### config.mk
export PLATFORM = sky130hd
export DESIGN_NAME = ucsbece154b_bpu_gshare
export DESIGN_NICKNAME = d
export VERILOG_FILES = /design/src/rtl/ucsbece154b_bpu_gshare.sv
export SDC_FILE = /design/constraint.sdc
export NUM_CORES = 2
export LEC_CHECK = 0
export CORE_ASPECT_RATIO = 0.5
export CORE_MARGIN = 2
export CORE_UTILIZATION = 63
export DETAILED_ROUTE_END_ITERATION = 6
export PLACE_DENSITY_LB_ADDON = 0.25
export REMOVE_ABC_BUFFERS = 1
export SLEW_MARGIN = 30
export SYNTH_ARGS = -nofsm -noshare
export SYNTH_HDL_FRONTEND = slang
export SYNTH_SLANG_ARGS = --single-unit
### constraint.sdc
create_clock -name clk -period 7.35 [get_ports clk]
set_input_delay 1.1025 -clock clk [delete_from_list [all_inputs] [get_ports clk]]
set_output_delay 1.1025 -clock clk [all_outputs]
set_load 0.005 [all_outputs]
### src/rtl/ucsbece154b_bpu_gshare.sv
// ---------------------------------------------------------------------------
// ucsbece154b_bpu_gshare
//
// Fetch-stage branch prediction unit for the 5-stage RV32 pipeline.
// It combines a tagged, direct-mapped BTB with a gshare pattern history
// table (PHT) that is indexed by PC xor a speculative global history
// register (GHR). Lookup is purely combinational on the fetch PC. All
// training (BTB, PHT, GHR recovery) happens from the E-stage update port.
// The GHR value seen at fetch is exported as a checkpoint. That checkpoint
// travels down the pipe and comes back on a mispredict so the history can
// be repaired.
//
// Optional feature macro: BPU_PERF_EN
//   defined   -> two saturating 32-bit performance counters are built
//   undefined -> perf_branches_o / perf_mispred_o are tied to zero
//
// Ports
//   clk, reset            clock, synchronous active-high reset
//   pc_f_i                fetch PC
//   stall_f_i             fetch stalled (freezes speculative GHR shift)
//   pred_taken_f_o        predicted redirect
//   pred_target_f_o       BTB target of the indexed entry
//   pht_idx_f_o           PHT index used by this lookup (piped to E)
//   ghr_snap_f_o          GHR before this fetch's shift (piped to E)
//   upd_*_e_i             E-stage resolution / training inputs
//   perf_branches_o       resolved branch + jump count
//   perf_mispred_o        mispredict count
// ---------------------------------------------------------------------------
module ucsbece154b_bpu_gshare #(
  parameter int NUM_BTB_ENTRIES = 64,
  parameter int BTB_TAG_BITS    = 8,
  parameter int NUM_GHR_BITS    = 6,
  parameter int CTR_BITS        = 2
) (
  input  logic                    clk,
  input  logic                    reset,
  input  logic [31:0]             pc_f_i,
  input  logic                    stall_f_i,
  output logic                    pred_taken_f_o,
  output logic [31:0]             pred_target_f_o,
  output logic [NUM_GHR_BITS-1:0] pht_idx_f_o,
  output logic [NUM_GHR_BITS-1:0] ghr_snap_f_o,
  input  logic                    upd_valid_e_i,
  input  logic [31:0]             upd_pc_e_i,
  input  logic                    upd_is_branch_e_i,
  input  logic                    upd_is_jump_e_i,
  input  logic                    upd_taken_e_i,
  input  logic [31:0]             upd_target_e_i,
  input  logic [NUM_GHR_BITS-1:0] upd_pht_idx_e_i,
  input  logic [NUM_GHR_BITS-1:0] upd_ghr_snap_e_i,
  input  logic                    upd_mispredict_e_i,
  output logic [31:0]             perf_branches_o,
  output logic [31:0]             perf_mispred_o
);

  localparam int IDX         = $clog2(NUM_BTB_ENTRIES);
  localparam int PHT_ENTRIES = 1 << NUM_GHR_BITS;
  localparam int TAG_LO      = IDX + 2;
  localparam int TAG_HI      = IDX + BTB_TAG_BITS + 1;

  localparam logic [CTR_BITS-1:0] CTR_MAX  = {CTR_BITS{1'b1}};
  localparam logic [CTR_BITS-1:0] CTR_ZERO = {CTR_BITS{1'b0}};
  localparam logic [CTR_BITS-1:0] CTR_ONE  = {{(CTR_BITS-1){1'b0}}, 1'b1};
  localparam logic [CTR_BITS-1:0] CTR_INIT = {1'b0, {(CTR_BITS-1){1'b1}}};

  // Storage
  logic                    btbValid_q  [NUM_BTB_ENTRIES];
  logic [BTB_TAG_BITS-1:0] btbTag_q    [NUM_BTB_ENTRIES];
  logic [31:0]             btbTarget_q [NUM_BTB_ENTRIES];
  logic                    btbJump_q   [NUM_BTB_ENTRIES];
  logic [CTR_BITS-1:0]     pht_q       [PHT_ENTRIES];
  logic [NUM_GHR_BITS-1:0] ghr_q;
  logic [NUM_GHR_BITS-1:0] ghr_d;

  // Fetch-side lookup signals
  logic [IDX-1:0]          fetchIdx;
  logic [BTB_TAG_BITS-1:0] fetchTag;
  logic                    fetchHit;
  logic                    fetchIsJump;
  logic [NUM_GHR_BITS-1:0] fetchPhtIdx;
  logic                    fetchCtrTaken;
  logic                    fetchPredTaken;

  // Update-side signals
  logic [IDX-1:0]          updIdx;
  logic [BTB_TAG_BITS-1:0] updTag;
  logic                    btbWrite;
  logic                    phtWrite;
  logic                    recover;
  logic [CTR_BITS-1:0]     phtCur;
  logic [CTR_BITS-1:0]     phtNext_d;

  // PC bits that never take part in indexing or tagging.
  logic unusedPcBits;
  assign unusedPcBits = ^{pc_f_i[1:0], pc_f_i[31:TAG_HI+1],
                          upd_pc_e_i[1:0], upd_pc_e_i[31:TAG_HI+1]};

  // Combinational fetch lookup. The BTB target is driven out even on a
  // miss or a not-taken prediction; the datapath only uses it when
  // pred_taken_f_o is set.
  assign fetchIdx       = pc_f_i[IDX+1:2];
  assign fetchTag       = pc_f_i[TAG_HI:TAG_LO];
  assign fetchHit       = btbValid_q[fetchIdx] && (btbTag_q[fetchIdx] == fetchTag);
  assign fetchIsJump    = btbJump_q[fetchIdx];
  assign fetchPhtIdx    = pc_f_i[NUM_GHR_BITS+1:2] ^ ghr_q;
  assign fetchCtrTaken  = pht_q[fetchPhtIdx][CTR_BITS-1];
  assign fetchPredTaken = fetchHit && (fetchIsJump || fetchCtrTaken);

  assign pred_taken_f_o  = fetchPredTaken;
  assign pred_target_f_o = btbTarget_q[fetchIdx];
  assign pht_idx_f_o     = fetchPhtIdx;
  assign ghr_snap_f_o    = ghr_q;

  // Update-side decode. Only taken control flow allocates in the BTB, so
  // not-taken branches never evict a useful entry.
  assign updIdx   = upd_pc_e_i[IDX+1:2];
  assign updTag   = upd_pc_e_i[TAG_HI:TAG_LO];
  assign btbWrite = upd_valid_e_i && (upd_is_jump_e_i || (upd_is_branch_e_i && upd_taken_e_i));
  assign phtWrite = upd_valid_e_i && upd_is_branch_e_i;
  assign recover  = upd_valid_e_i && upd_mispredict_e_i;

  // Saturating counter step for the PHT entry named by the piped index.
  // The counter sticks at both ends instead of wrapping, so a long run of
  // one outcome cannot flip the prediction on the next opposite outcome.
  always_comb begin
    phtCur    = pht_q[upd_pht_idx_e_i];
    phtNext_d = phtCur;
    if (upd_taken_e_i) begin
      if (phtCur != CTR_MAX) phtNext_d = phtCur + CTR_ONE;
    end else begin
      if (phtCur != CTR_ZERO) phtNext_d = phtCur - CTR_ONE;
    end
  end

  // Next GHR. Fetch speculatively shifts in its own prediction for
  // conditional branches that hit. A mispredict from E rebuilds history
  // from the checkpoint the instruction carried. It is assigned last so
  // it overrides any shift from the same cycle, because that fetch is on
  // the wrong path anyway. Jumps contribute no history bit.
  always_comb begin
    ghr_d = ghr_q;
    if (!stall_f_i && fetchHit && !fetchIsJump) begin
      ghr_d = {ghr_q[NUM_GHR_BITS-2:0], fetchPredTaken};
    end
    if (recover) begin
      if (upd_is_branch_e_i) begin
        ghr_d = {upd_ghr_snap_e_i[NUM_GHR_BITS-2:0], upd_taken_e_i};
      end else begin
        ghr_d = upd_ghr_snap_e_i;
      end
    end
  end

  // GHR register.
  always_ff @(posedge clk) begin
    if (reset) begin
      ghr_q <= '0;
    end else begin
      ghr_q <= ghr_d;
    end
  end

  // BTB storage. Reset clears the targets as well as the valid bits, so
  // the target output reads zero until training occurs. A write lands at
  // the clock edge, so a fetch lookup in the same cycle still sees the
  // old entry.
  always_ff @(posedge clk) begin
    if (reset) begin
      for (int i = 0; i < NUM_BTB_ENTRIES; i++) begin
        btbValid_q[i]  <= 1'b0;
        btbTag_q[i]    <= '0;
        btbTarget_q[i] <= '0;
        btbJump_q[i]   <= 1'b0;
      end
    end else if (btbWrite) begin
      btbValid_q[updIdx]  <= 1'b1;
      btbTag_q[updIdx]    <= updTag;
      btbTarget_q[updIdx] <= upd_target_e_i;
      btbJump_q[updIdx]   <= upd_is_jump_e_i;
    end
  end

  // PHT storage. Every counter resets to weakly not-taken.
  always_ff @(posedge clk) begin
    if (reset) begin
      for (int i = 0; i < PHT_ENTRIES; i++) begin
        pht_q[i] <= CTR_INIT;
      end
    end else if (phtWrite) begin
      pht_q[upd_pht_idx_e_i] <= phtNext_d;
    end
  end

`ifdef BPU_PERF_EN
  logic [31:0] perfBranches_q;
  logic [31:0] perfBranches_d;
  logic [31:0] perfMispred_q;
  logic [31:0] perfMispred_d;

  // Saturating event counters for resolved control flow and mispredicts.
  always_comb begin
    perfBranches_d = perfBranches_q;
    perfMispred_d  = perfMispred_q;
    if (upd_valid_e_i && (upd_is_branch_e_i || upd_is_jump_e_i) &&
        (perfBranches_q != 32'hFFFF_FFFF)) begin
      perfBranches_d = perfBranches_q + 32'd1;
    end
    if (recover && (perfMispred_q != 32'hFFFF_FFFF)) begin
      perfMispred_d = perfMispred_q + 32'd1;
    end
  end

  // Performance counter registers.
  always_ff @(posedge clk) begin
    if (reset) begin
      perfBranches_q <= '0;
      perfMispred_q  <= '0;
    end else begin
      perfBranches_q <= perfBranches_d;
      perfMispred_q  <= perfMispred_d;
    end
  end

  assign perf_branches_o = perfBranches_q;
  assign perf_mispred_o  = perfMispred_q;
`else
  assign perf_branches_o = 32'd0;
  assign perf_mispred_o  = 32'd0;
`endif

endmodule

# Yosys cells after proc, flatten, opt, wreduce, memory -nomap -nowiden

Memories as Yosys holds them, arrays and structs flattened.
Index checks and enable logic that the tools add are counted.

Register bits: 6
Bits in latches: 0
Bits in writable memories: 2816
ROM bits: 0
Output and inout port bits: 109
Memories: 5

Memories:

| name        | depth | bits a word | rd ports | clocked after Yosys merged registers in | wr ports | RTL line | source |
|---|---|---|---|---|---|---|---|
| btbTarget_q | 64    | 32          | 1        | 0                                       | 64       | 69       | `logic [31:0] btbTarget_q [NUM_BTB_ENTRIES];` |
| btbTag_q    | 64    | 8           | 1        | 0                                       | 64       | 68       | `logic [BTB_TAG_BITS-1:0] btbTag_q [NUM_BTB_ENTRIES];` |
| pht_q       | 64    | 2           | 2        | 0                                       | 64       | 71       | `logic [CTR_BITS-1:0] pht_q [PHT_ENTRIES];` |
| btbJump_q   | 64    | 1           | 1        | 0                                       | 64       | 70       | `logic btbJump_q [NUM_BTB_ENTRIES];` |
| btbValid_q  | 64    | 1           | 1        | 0                                       | 64       | 67       | `logic btbValid_q [NUM_BTB_ENTRIES];` |

Add/sub/neg operators: 2
Multiply operators: 0
Divide/modulo/power cells: 0
Order comparisons: 0
Equality and inequality tests: 2
Shift-type cells: 0
Multiplexer cells: 29
Bitwise operators: 1
Reductions and logical operators: 19

Operators by type and width:

| kind                | number |
|---|---|
| $mux 6              | 8 |
| $mux 32             | 1 |
| $reduce_or 32->1    | 1 |
| $mux 1              | 15 |
| $eq 8x8->1          | 1 |
| $logic_and 1x1->1   | 8 |
| $mux 2              | 4 |
| $mux 8              | 1 |
| $reduce_or 8->1     | 1 |
| $xor 6x6->6         | 1 |
| $reduce_bool 2->1   | 2 |
| $add 2x1->2 const B | 1 |
| $logic_not 1->1     | 2 |
| $logic_or 1x1->1    | 2 |
| $ne 2x2->1 const B  | 1 |
| $reduce_or 1->1     | 2 |
| $reduce_or 2->1     | 1 |
| $sub 2x1->2 const B | 1 |

# Logic depth before layout (Yosys ltp)

Word-level depth: 8
Gate-level depth with buffers: 15
Gate-level depth less buffers: 9

# Least setup slack after synthesis

Ideal clock, no wire load.

Kind: input-to-reg
Start point: input port upd_is_branch_e_i
End point: memory btbTag_q[46][1], enable pin
Setup time: 496 ps
Arrival: 5337 ps
Path slack: 1517 ps
Cell stages on the path: 7
Cells stage by stage: clkbuf_1 -> a21oi_1 -> nor3b_1 -> nor2b_1 -> nand3_1 -> clkbuf_1 -> o21ai_0

RTL lines:

| what        | RTL line | source |
|---|---|---|
| from (decl) | 45       | `input logic upd_is_branch_e_i,` |
| to (decl)   | 68       |  |

# Final worst setup path

Start point: input port pc_f_i[3]
End point: output port pred_taken_f_o

Longest elaborated chain between the ends: 4

Ends and longest elaborated chain:

| what                                                         | RTL line | source |
|---|---|---|
| from (decl)                                                  | 37       | `input logic [31:0] pc_f_i,` |
| $mem_v2 64x8 / $xor 6x6->6 (equally long branches)           | n/a      |  |
| $eq 8x8->1 / $mem_v2 64x2 (equally long branches)            | n/a      |  |
| $logic_and 1x1->1 / $logic_or 1x1->1 (equally long branches) | 103, 107 |  |
| $logic_and 1x1->1 *                                          | 107      | `assign fetchPredTaken = fetchHit && (fetchIsJump \|\| fetchCtrTaken);` |
| to (decl)                                                    | 39       | `output logic pred_taken_f_o,` |

Mark *: on every way between the ends. The rest lies on a longest branch, timed or not.

==> run summary <==
## Clocking
* **clock buffer count from CTS** 239
* **Skew-Pair Late Insertion Delay** 0.88 ns
* **cells resized by post-CTS repair** 0
* **maximum number of buffers from clock root to sink** 4
* **H-tree lvl count** 4
* **number of sinks handled by clock tree synthesis** 2822
* **count of hold buffers inserted by post-cts repair** 0
* **buffer cell driving the clock tree root** sky130_fd_sc_hd__clkbuf_16
* **CTS tree** built
* **post-CTS clock slew at the launch and capture registers of the worst setup and hold paths** 0.07 ns
* **buffers inserted by post-CTS timing repair** 0

## Synth
* **Cell variety after synth** 57
* **average footprint of a synthesized cell** 15.58 um^2
* **Syn Std Cell Area** 129000 um^2
* **YS warnings** 0
* **flop and latch count out of synthesis** 2822
* **Post-synth EDFFs** 2752
* **synthesized instance count** 8279
* **sequential area share after synthesis** 65.16%
* **primary flip-flop cell chosen by synthesis mapping** sky130_fd_sc_hd__edfxtp_1
* **proportion of register bits with asynchronous set or reset after synthesis** 0%

## STA
* **unrepaired setup endpoints after global routing** no
* **pin slew with the least headroom to its limit** 1.109 ns
* **number of setup violations in the final report** 0
* **minimum clock period** 6.261 ns
* **achievable frequency** 159.7 MHz
* **count of final max-slew check failures** 0
* **hold violation total from the final report** 0
* **Layout Skew** 0.03345 ns
* **Sum Neg Setup Slack** 0 ns
* **Final Cycle Share** 85.18%
* **minimum hold slack** 0.4516 ns
* **Max-Slew Margin vs Limit** 25.89%

## Global routing
* **total routing resource utilization after global routing** 37.34%
* **pin count of the biggest net entering global routing** 135
* **number of antenna violations at the first check in global routing** 62
* **Global Route met3 Usage** 11.53%
* **met1 track demand over resource** 51.43%
* **fraction of met2 tracks used by global routing** 55.58%
* **total congestion overflow** 0
* **number of global-route vias before repair** 73340
* **global route hottest layer** met2
* **global-route wire length before repair** 543100 um

## Routing
* **Via Count** 75800
* **wire length reported by the detailed router** 385900 um
* **remaining design rule violation count** 0
* **number of vias per cell after detailed routing** 6.866
* **number of DRC markers in iteration 0** 14040
* **Routed Antenna Nets** 0
* **first-pass detailed-route iteration total** 6
* **routed wire length per instance** 34.95 um

## Worst setup path
* **number of buffer and inverter instances along the worst setup path** 4
* **type of element launching the critical path** primary input
* **Worst path max stage delay** 0.65 ns
* **Crit path max-delay family** simple AND/OR/NAND/NOR gates
* **worst path cell trace** buf_8 > buf_4 > nor2b_1 > a22oi_1 > nand3_1 > nand4_1 > nor4_1 > o21ai_0 > nor4_1 > nand2_1 > nor3_1 > buf_4 > clkdlybuf4s50_1
* **Crit-path slowest cell** sky130_fd_sc_hd__nor2b_1
* **cell depth of the worst flop-to-flop path** 10
* **arrival time at the worst endpoint** 5.16 ns
* **largest driver fanout on the critical path** 36
* **Crit path depth** 13
* **Worst Path Required** 6.25 ns
* **path type of the worst setup path** primary input to output pin
* **Critical Path End Type** output pin

## Placed design
* **placer's final routability congestion estimate** 0.8917
* **area after detailed placement** 134100 um^2
* **count of buffers from port buffering** 124
* **post-detailed-placement half-perimeter wirelength** 212700 um

## Layout
* **post-route design area** 141700 um^2
* **filler cell count** 12810
* **net count reported at finish** 8201
* **Synth-to-Final Area Change** 9.865%
* **multi-input combinational cell area** 42460 um^2
* **fraction of layout cells with a size suffix above 1** 19.65%
* **sequential cell area** 84040 um^2

## Die
* **area inside the core boundary** 203500 um^2
* **die height** 323.9 um
* **width of the die** 643.9 um
* **initial core utilization** 63.38%
* **number of primary I/O pins** 225
* **Std-Cell Rows** 117
* **DIE AREA** 208600 um^2

## Power
* **leakage power of the design** 48.76 nW
* **worst vdd ir** 0.2418 mV
* **Power Density** 240.3 nW/um^2
* **post-route total power** 0.03405 W

## Worst hold path
* **class of the most critical hold timing path** flip-flop to flip-flop
* **number of stages on the worst hold path** 1

## Flow run
* **max_cap viols** 0

## Status
* **result of the run** finished clean

## worst register-to-register path, stage by stage (launching register included)
cell and delay, ns:
sky130_fd_sc_hd__dfxtp_1 0.54, sky130_fd_sc_hd__xor2_4 0.55, sky130_fd_sc_hd__buf_4 0.30, sky130_fd_sc_hd__mux4_2 0.53, sky130_fd_sc_hd__mux4_2 0.51, sky130_fd_sc_hd__nand2_1 0.11
sky130_fd_sc_hd__o211ai_1 0.15, sky130_fd_sc_hd__a21oi_1 0.42, sky130_fd_sc_hd__nand2_1 0.10, sky130_fd_sc_hd__nor4_1 0.25, sky130_fd_sc_hd__a2111oi_1 0.11
## layer usage
layer	share of wire (%)	wire length, um	vias to the layer above
met2	44	171200	6381
li1	-	-	30000
met5	0.053	203	-
met4	5.1	19840	32
met3	16	60990	1046
met1	35	133700	38340
## layout by cell type (no fill, tap or decap), drive strengths merged, types with 11 or more instances in the layout
cell and n:
nand4 24, nand3 53, clkinv 106, a22oi 108, a21o 64, nand2 154
nand2b 11, a31oi 20, clkdlybuf4s50 77, dfxtp 70, mux2i 148, edfxtp 2752
nor2b 35, buf 359, mux2 13, nor2 145, mux4 780, diode 25
conb 64, o21ai 115, nor3 57, and2 2636, bufinv 15, a211oi 19
a21oi 24, clkbuf 306
## logic make-up after synthesis
family,Yosys count,synth area share (%)
AND/OR/NAND/NOR,3163,14.70
other,1,0.002908
adder cells (fa/ha/maj),2,0.01552
AO/OA/AOI/OAI,398,2.065
buffers and inverters,942,3.104
XOR/XNOR,10,0.06792
multiplexers,941,14.88
flip-flops,2822,65.16
## cells in the mapped netlist, types with 8 or more instances
cell / count / share of area [%]
sky130_fd_sc_hd__edfxtp_1: 2752 / 64
sky130_fd_sc_hd__and2_1: 2636 / 13
sky130_fd_sc_hd__mux4_2: 780 / 14
sky130_fd_sc_hd__clkbuf_1: 685 / 2.0
sky130_fd_sc_hd__nand2_1: 154 / 0.45
sky130_fd_sc_hd__mux2i_1: 148 / 1.1
sky130_fd_sc_hd__nor2_1: 145 / 0.42
sky130_fd_sc_hd__o21ai_0: 115 / 0.45
sky130_fd_sc_hd__a22oi_1: 108 / 0.63
sky130_fd_sc_hd__buf_1: 103 / 0.30
sky130_fd_sc_hd__buf_4: 86 / 0.50
sky130_fd_sc_hd__dfxtp_1: 70 / 1.1
sky130_fd_sc_hd__a21o_1: 64 / 0.37
sky130_fd_sc_hd__nor3_1: 57 / 0.22
sky130_fd_sc_hd__nand3_1: 53 / 0.21
sky130_fd_sc_hd__buf_2: 49 / 0.19
sky130_fd_sc_hd__nor2b_1: 35 / 0.17
sky130_fd_sc_hd__a21oi_1: 24 / 0.093
sky130_fd_sc_hd__nand4_1: 24 / 0.12
sky130_fd_sc_hd__a31oi_1: 20 / 0.097
sky130_fd_sc_hd__a211oi_1: 19 / 0.11
sky130_fd_sc_hd__mux2_2: 13 / 0.11
sky130_fd_sc_hd__buf_6: 11 / 0.096
sky130_fd_sc_hd__nand2b_1: 11 / 0.053
sky130_fd_sc_hd__and3_1: 9 / 0.044
sky130_fd_sc_hd__xor2_1: 9 / 0.061
sky130_fd_sc_hd__a41oi_1: 8 / 0.054
sky130_fd_sc_hd__nor3b_1: 8 / 0.047
## stage by stage
| stage | setup slack (ns) | utilization (%) | std cells |
|---|---|---|---|
| global route | 0.9368 | 69.61 | 11020 |
| CTS | 1.095 | 69.51 | 11010 |
| detailed placement | 1.115 | 65.89 | 10580 |
| finish | 1.089 | 69.63 | 11040 |
| global placement | 1.081 | 65.75 | 10570 |
| floorplan | 0.05997 | - | 7408 |
## area by class of cell
class                           instances  share of cell area (%)
Multi-Input combinational cell       4578                   29.97
Clock inverter                        128                  0.7011
Timing Repair Buffer                  436                   3.032
Tap cell                             2737                   2.417
Inverter                                8                 0.03091
Antenna cell                           25                 0.04415
Sequential cell                      2822                   59.31
Clock buffer                          306                   4.494
## power by group
group          total (W)  internal, W  switching (W)
Sequential        0.0186       0.0184       0.000219
Clock             0.0125      0.00662        0.00585
Combinational    0.00298      0.00113        0.00185
Total             0.0340       0.0261        0.00791
## final timing paths
path | start | end | slack, ns
max | pc_f_i[3] | pred_taken_f_o | 1.09
min | btbValid_q[5] | btbValid_q[5] | 0.45
max reg2reg | ghr_snap_f_o[0] | ghr_snap_f_o[0] | 3.62
min reg2reg | btbValid_q[5] | btbValid_q[5] | 0.45
## sequential cells by signal, indices dropped and copies added (netlist names)
| register | count |
|---|---|
| btbTarget_q | 2048 |
| pht_q | 128 |
| btbValid_q | 64 |
| btbTag_q | 512 |
| ghr_snap_f_o | 6 |
| btbJump_q | 64 |
Power figures use the tool's default switching activity.
